==> src/rtl/lsu_dcache_pkg.sv <==
// Shared definitions for the dcache fill-way selection slice: way geometry,
// set-index width default and the fill FSM state encoding.
package lsu_dcache_pkg;

  localparam int NWAY          = 4;
  localparam int WAY_W         = 2;
  localparam int DCACHE_IDX_W  = 7;

  typedef enum logic [1:0] {
    IDLE = 2'd0,
    RD   = 2'd1,
    WT   = 2'd2,
    GNT  = 2'd3
  } fill_state_e;

endpackage

==> src/rtl/lsu_dcache_way_pick.sv <==
// Combinational victim-way pick: lowest invalid way, else the LFSR way.
// With LSU_DCACHE_WAY_LOCK_EN defined, locked ways are skipped (LFSR way rotates upward).
module lsu_dcache_way_pick
  import lsu_dcache_pkg::*;
(
  input  logic [NWAY-1:0]  valid,
  input  logic [NWAY-1:0]  lock,
  input  logic [WAY_W-1:0] lfsr_way,
  output logic [NWAY-1:0]  oh,
  output logic [WAY_W-1:0] enc,
  output logic             rand_sel,
  output logic             lock_ovf
);

  logic [NWAY-1:0]  free;
  logic [WAY_W-1:0] rand_enc;

`ifdef LSU_DCACHE_WAY_LOCK_EN
  assign free = ~valid & ~lock;

  // Walk downward so the nearest unlocked way above lfsr_way wins.
  always_comb begin
    rand_enc = lfsr_way;
    if (lock[lfsr_way]) begin
      for (int k = NWAY - 1; k >= 1; k--) begin
        if (!lock[lfsr_way + WAY_W'(k)]) rand_enc = lfsr_way + WAY_W'(k);
      end
    end
  end

  assign lock_ovf = rand_sel & (&lock);
`else
  logic unused_lock;
  assign unused_lock = ^lock;
  assign free        = ~valid;
  assign rand_enc    = lfsr_way;
  assign lock_ovf    = 1'b0;
`endif

  always_comb begin
    rand_sel = 1'b0;
    enc      = rand_enc;
    casez (free)
      4'b???1: enc = 2'd0;
      4'b??10: enc = 2'd1;
      4'b?100: enc = 2'd2;
      4'b1000: enc = 2'd3;
      default: rand_sel = 1'b1;
    endcase
  end

  assign oh = NWAY'(1) << enc;

endmodule

==> src/rtl/lsu_dcache_fill_way_sel.sv <==
// Fill victim-way selector: reads a set's valid bits, picks a way and holds it
// until acknowledged. Optional way locking via LSU_DCACHE_WAY_LOCK_EN.
module lsu_dcache_fill_way_sel
  import lsu_dcache_pkg::*;
#(
  parameter int IDX_W = DCACHE_IDX_W
) (
  input  logic             clk,
  input  logic             reset,
  input  logic             fill_req_vld,
  input  logic [IDX_W-1:0] fill_req_idx,
  output logic             fill_req_rdy,
  output logic             vld_rd_en,
  output logic [IDX_W-1:0] vld_rd_idx,
  input  logic [NWAY-1:0]  vld_rd_data,
  input  logic [1:0]       lfsr_way,
  output logic             lfsr_advance,
  input  logic [NWAY-1:0]  way_lock,
  output logic             fill_way_vld,
  output logic [NWAY-1:0]  fill_way_oh,
  output logic [1:0]       fill_way_enc,
  output logic             fill_way_rand,
  input  logic             fill_way_ack
);

  fill_state_e      state;
  logic [IDX_W-1:0] idx_q;
  logic [WAY_W-1:0] way_q;
  logic             rand_q;
  logic             rdy_q;
  logic             rd_en_q;
  logic             way_vld_q;

  logic [NWAY-1:0]  pick_oh;
  logic [WAY_W-1:0] pick_enc;
  logic             pick_rand;
  logic             pick_ovf;

  lsu_dcache_way_pick u_pick (
    .valid    (vld_rd_data),
    .lock     (way_lock),
    .lfsr_way (lfsr_way),
    .oh       (pick_oh),
    .enc      (pick_enc),
    .rand_sel (pick_rand),
    .lock_ovf (pick_ovf)
  );

  always_ff @(posedge clk) begin
    if (reset) begin
      state     <= IDLE;
      idx_q     <= '0;
      way_q     <= '0;
      rand_q    <= 1'b0;
      rdy_q     <= 1'b1;
      rd_en_q   <= 1'b0;
      way_vld_q <= 1'b0;
    end else begin
      case (state)
        IDLE: if (fill_req_vld) begin
          idx_q   <= fill_req_idx;
          rdy_q   <= 1'b0;
          rd_en_q <= 1'b1;
          state   <= RD;
        end
        RD: begin
          rd_en_q <= 1'b0;
          state   <= WT;
        end
        WT: begin
          way_q     <= pick_enc;
          rand_q    <= pick_rand;
          way_vld_q <= 1'b1;
          state     <= GNT;
        end
        GNT: if (fill_way_ack) begin
          way_vld_q <= 1'b0;
          rdy_q     <= 1'b1;
          state     <= IDLE;
        end
        default: state <= IDLE;
      endcase
    end
  end

`ifdef LSU_DCACHE_WAY_LOCK_EN
  // Sticky debug flag: an LFSR pick happened with every way locked.
  logic lock_ovf_q;
  always_ff @(posedge clk) begin
    if (reset)                         lock_ovf_q <= 1'b0;
    else if (state == WT && pick_ovf)  lock_ovf_q <= 1'b1;
  end
`else
  logic [NWAY:0] unused_pick;
  assign unused_pick = {pick_ovf, pick_oh};
`endif

  // Random state is consumed only in the read-return cycle and only on a real eviction.
  assign lfsr_advance  = (state == WT) & pick_rand;
  assign fill_req_rdy  = rdy_q;
  assign vld_rd_en     = rd_en_q;
  assign vld_rd_idx    = idx_q;
  assign fill_way_vld  = way_vld_q;
  assign fill_way_oh   = way_vld_q ? (NWAY'(1) << way_q) : '0;
  assign fill_way_enc  = way_vld_q ? way_q : '0;
  assign fill_way_rand = way_vld_q & rand_q;

endmodule

==> config.mk <==
export PLATFORM = sky130hd
export DESIGN_NAME = lsu_dcache_fill_way_sel
export DESIGN_NICKNAME = d
export VERILOG_FILES = /design/src/rtl/lsu_dcache_pkg.sv /design/src/rtl/lsu_dcache_way_pick.sv /design/src/rtl/lsu_dcache_fill_way_sel.sv
export SDC_FILE = /design/constraint.sdc
export NUM_CORES = 1
export LEC_CHECK = 0
export ABC_AREA = 1
export BUFFER_PORTS_ARGS = -buffer_cell sky130_fd_sc_hd__buf_2
export CAP_MARGIN = 0
export CELL_PAD_IN_SITES_DETAIL_PLACEMENT = 0
export CELL_PAD_IN_SITES_GLOBAL_PLACEMENT = 1
export CORE_MARGIN = 2
export CORE_UTILIZATION = 28
export DETAILED_ROUTE_END_ITERATION = 10
export PLACE_DENSITY = 0.77
export SYNTH_ARGS = -nofsm -noshare
export SYNTH_HDL_FRONTEND = slang
export SYNTH_SLANG_ARGS = --single-unit
export TNS_END_PERCENT = 30
==> constraint.sdc <==
create_clock -name clk -period 1.3 [get_ports clk]
set_input_delay 0.065 -clock clk [delete_from_list [all_inputs] [get_ports clk]]
set_output_delay 0.065 -clock clk [all_outputs]
set_load 0.1 [all_outputs]
==> flow_summary.json <==
{
  "p_switching_mw": 1.55,
  "ys_seq_area_frac": 0.415,
  "top_layer_used": "met3",
  "grt_start_max_net_pins": 13,
  "io_buffers": 34,
  "worst_path_max_delay_cell": "dfxtp_4",
  "clock-sinks": 15,
  "h-tree-depth": 1,
  "grt_overflow": 0,
  "p_comb_frac": 0.626,
  "synthTopCellsByCount": "27 x nor2_1, 21 x nand2_1, 15 x dfxtp_1, 15 x inv_1, 12 x o21ai_0",
  "fin_tns_setup_ps": 0,
  "synth_top_area_cell": "dfxtp_1",
  "async_flop_share": 0,
  "synth_area_leaders": "dfxtp_1 42%, nor2_1 14%, nand2_1 11%",
  "maxSlewViolCount": 0,
  "clkTransAtPathRegs_ps": 90,
  "core_um2": 2450,
  "status": "complete, no violations",
  "cp.arrival_ps": 1170,
  "wl_per_cell_um": 9.05,
  "cts_tree": "yes",
  "die_w_um": 54.8,
  "dr_total_vias": 747,
  "power_frac_seq": 0.276,
  "wl_met3_um": 79,
  "synth_enable_flop_cells": 0,
  "netlist_instances": 106,
  "skew_ps": 3.48,
  "ios": 39,
  "worstMarginPinSlew_ps": 488,
  "switching_share": 0.571,
  "endpoint_kind": "primary output",
  "vias_per_cell": 4.22,
  "cp.buffers_inverters": 3,
  "finalCritPeriodShare": 0.948,
  "clockBufferDepth": 2,
  "antenna_found_initial": 0,
  "insertion_delay_ps": 280,
  "finalHoldViolations": 0,
  "p_leak_nw": 0.570,
  "timing.hold.ws_ps": 31.7,
  "grt_setup_unrepaired": "no",
  "postRouteAntennaNets": 0,
  "yosys_warnings": 0,
  "worstPathCellList": "inv_4, ha_4, nand2_2, inv_2, buf_12",
  "firstDrtPassIters": 2,
  "peakVddDrop_mv": 1.51,
  "hold_path.class": "input port to flip-flop",
  "finalSetupViolations": 0,
  "final_layout_size_suffix_gt1_frac": 0.429,
  "slowest_delay_ps": 370,
  "synth_top_flop_cell": "dfxtp_1",
  "start_util": 0.295,
  "dp_hpwl_um": 1300,
  "ys_ff_latch": 15,
  "avgSynthCellArea_um2": 6.82,
  "met2_length_um": 791,
  "num_rows": 18,
  "synth_area_um2": 723,
  "num_antenna_cells": 0,
  "synth_top_area_share": 0.415,
  "grt_pass1_vias": 621,
  "fin_util": 0.475,
  "cp-start-kind": "flip-flop",
  "period_needed_ps": 1230,
  "drc": 0,
  "synth.distinct_cells": 14,
  "gp_congestion": 0.698,
  "crit_type": "flip-flop to primary output",
  "critPathTopFamily": "flip-flops",
  "numCtsBuffers": 3,
  "synth_nets": 132,
  "drt-initial-drc-count": 1,
  "wl_met1_um": 731,
  "powerDensity_nw_per_um2": 2320,
  "synth.most_common_cell": "nor2_1",
  "die_area_um2": 3010,
  "postRouteWirelength_um": 1600,
  "grt_pass1_wl_um": 2580,
  "critPathMaxFanout": 4,
  "intPower_mw": 1.16,
  "die_h_um": 54.8,
  "maxCapViolCount": 0,
  "fmax_mhz": 811,
  "p_total_mw": 2.71,
  "root_buffer": "clkbuf_4",
  "worstPathRequired_ps": 1240,
  "nNetsFinal": 174,
  "p_clk_frac": 0.097,
  "relSlewSlack": 0.677,
  "grt_use_total": 0.120,
  "area_growth_pct": 61.2
}
[placed cells by master (no fill, tap or decap), types with 2 or more instances in the layout]
cell type,count
clkbuf_4,4
clkinvlp_4,2
o21ai_0,11
ha_1,3
buf_4,3
nor2_4,4
nand2_1,18
dfxtp_1,11
buf_12,7
nand2_2,5
inv_1,10
dfxtp_2,2
inv_2,3
nor2_1,23
a21oi_1,3
dfxtp_4,2
buf_2,26
[layer usage]
metal	GRT usage	vias to the layer above
met5	0	-
met2	0.175	14
li1	-	409
met3	0.0273	0
met4	0.0625	0
met1	0.162	324
[tightest hold or removal path, cell delays in order]
cell and delay [ps]:
buf_2 70, o21ai_0 70, nor2_1 70
[final timing paths]
path,startpoint,to,slack (ps),cells after the start
min reg2reg,fill_req_rdy,fill_req_rdy,460,2
min,fill_req_idx[3],vld_rd_idx[3],30,3
max reg2reg,state[0],state[0],150,7
max,state[0],lfsr_advance,70,5
[registers in the layout, summed over array words and instances (netlist names)]
signal	count
vld_rd_en	1
state	2
fill_way_vld	1
vld_rd_idx	7
way_q	2
rand_q	1
fill_req_rdy	1
[final cells by class]
type / count / area (um2)
tap: 30 / 37.5
timing repair buffer: 38 / 310
multi-input combinational: 74 / 410
inverter: 16 / 70.1
sequential: 15 / 310
clock inverter: 1 / 5.00
fill: 258 / 1290
clock buffer: 3 / 22.5
[timing repair]
| action | in CTS | in global routing |
|---|---|---|
| gates resized for setup | 6 | 9 |
| setup buffers | 0 | 1 |
| hold buffers | 1 | 0 |
| setup endpoints to repair | 1 | 6 |
| hold endpoints to repair | 2 | 0 |
| pin swaps | 1 | 0 |
[through the flow]
stage                     cell area [um2]  std cells  setup WS [ps]
after floorplan                       767        106          -88.2
after global placement               1090        171            101
after detailed placement             1090        171           64.3
after CTS                            1140        176           7.37
after global routing                 1170        177           3.71
final                                1170        177           67.4
[cell families after synthesis]
group / after synthesis / share of synthesized area
compound gates: 16 / 0.114
fa+ha+maj: 5 / 0.0865
buf+inv: 17 / 0.0899
flops: 15 / 0.415
simple gates: 53 / 0.294
[power by group through the flow]
stage          registers [mW]  clock network [mW]  logic [mW]
6_report                0.749               0.264        1.70
5_1_grt                 0.776               0.300        1.85
4_1_cts                 0.736               0.282        1.67
3_5_place_dp            0.728                   0        1.64
3_3_place_gp            0.724                   0        1.62
2_1_floorplan            1.43                   0       0.589
No activity file was read; power rests on OpenSTA's default activity.
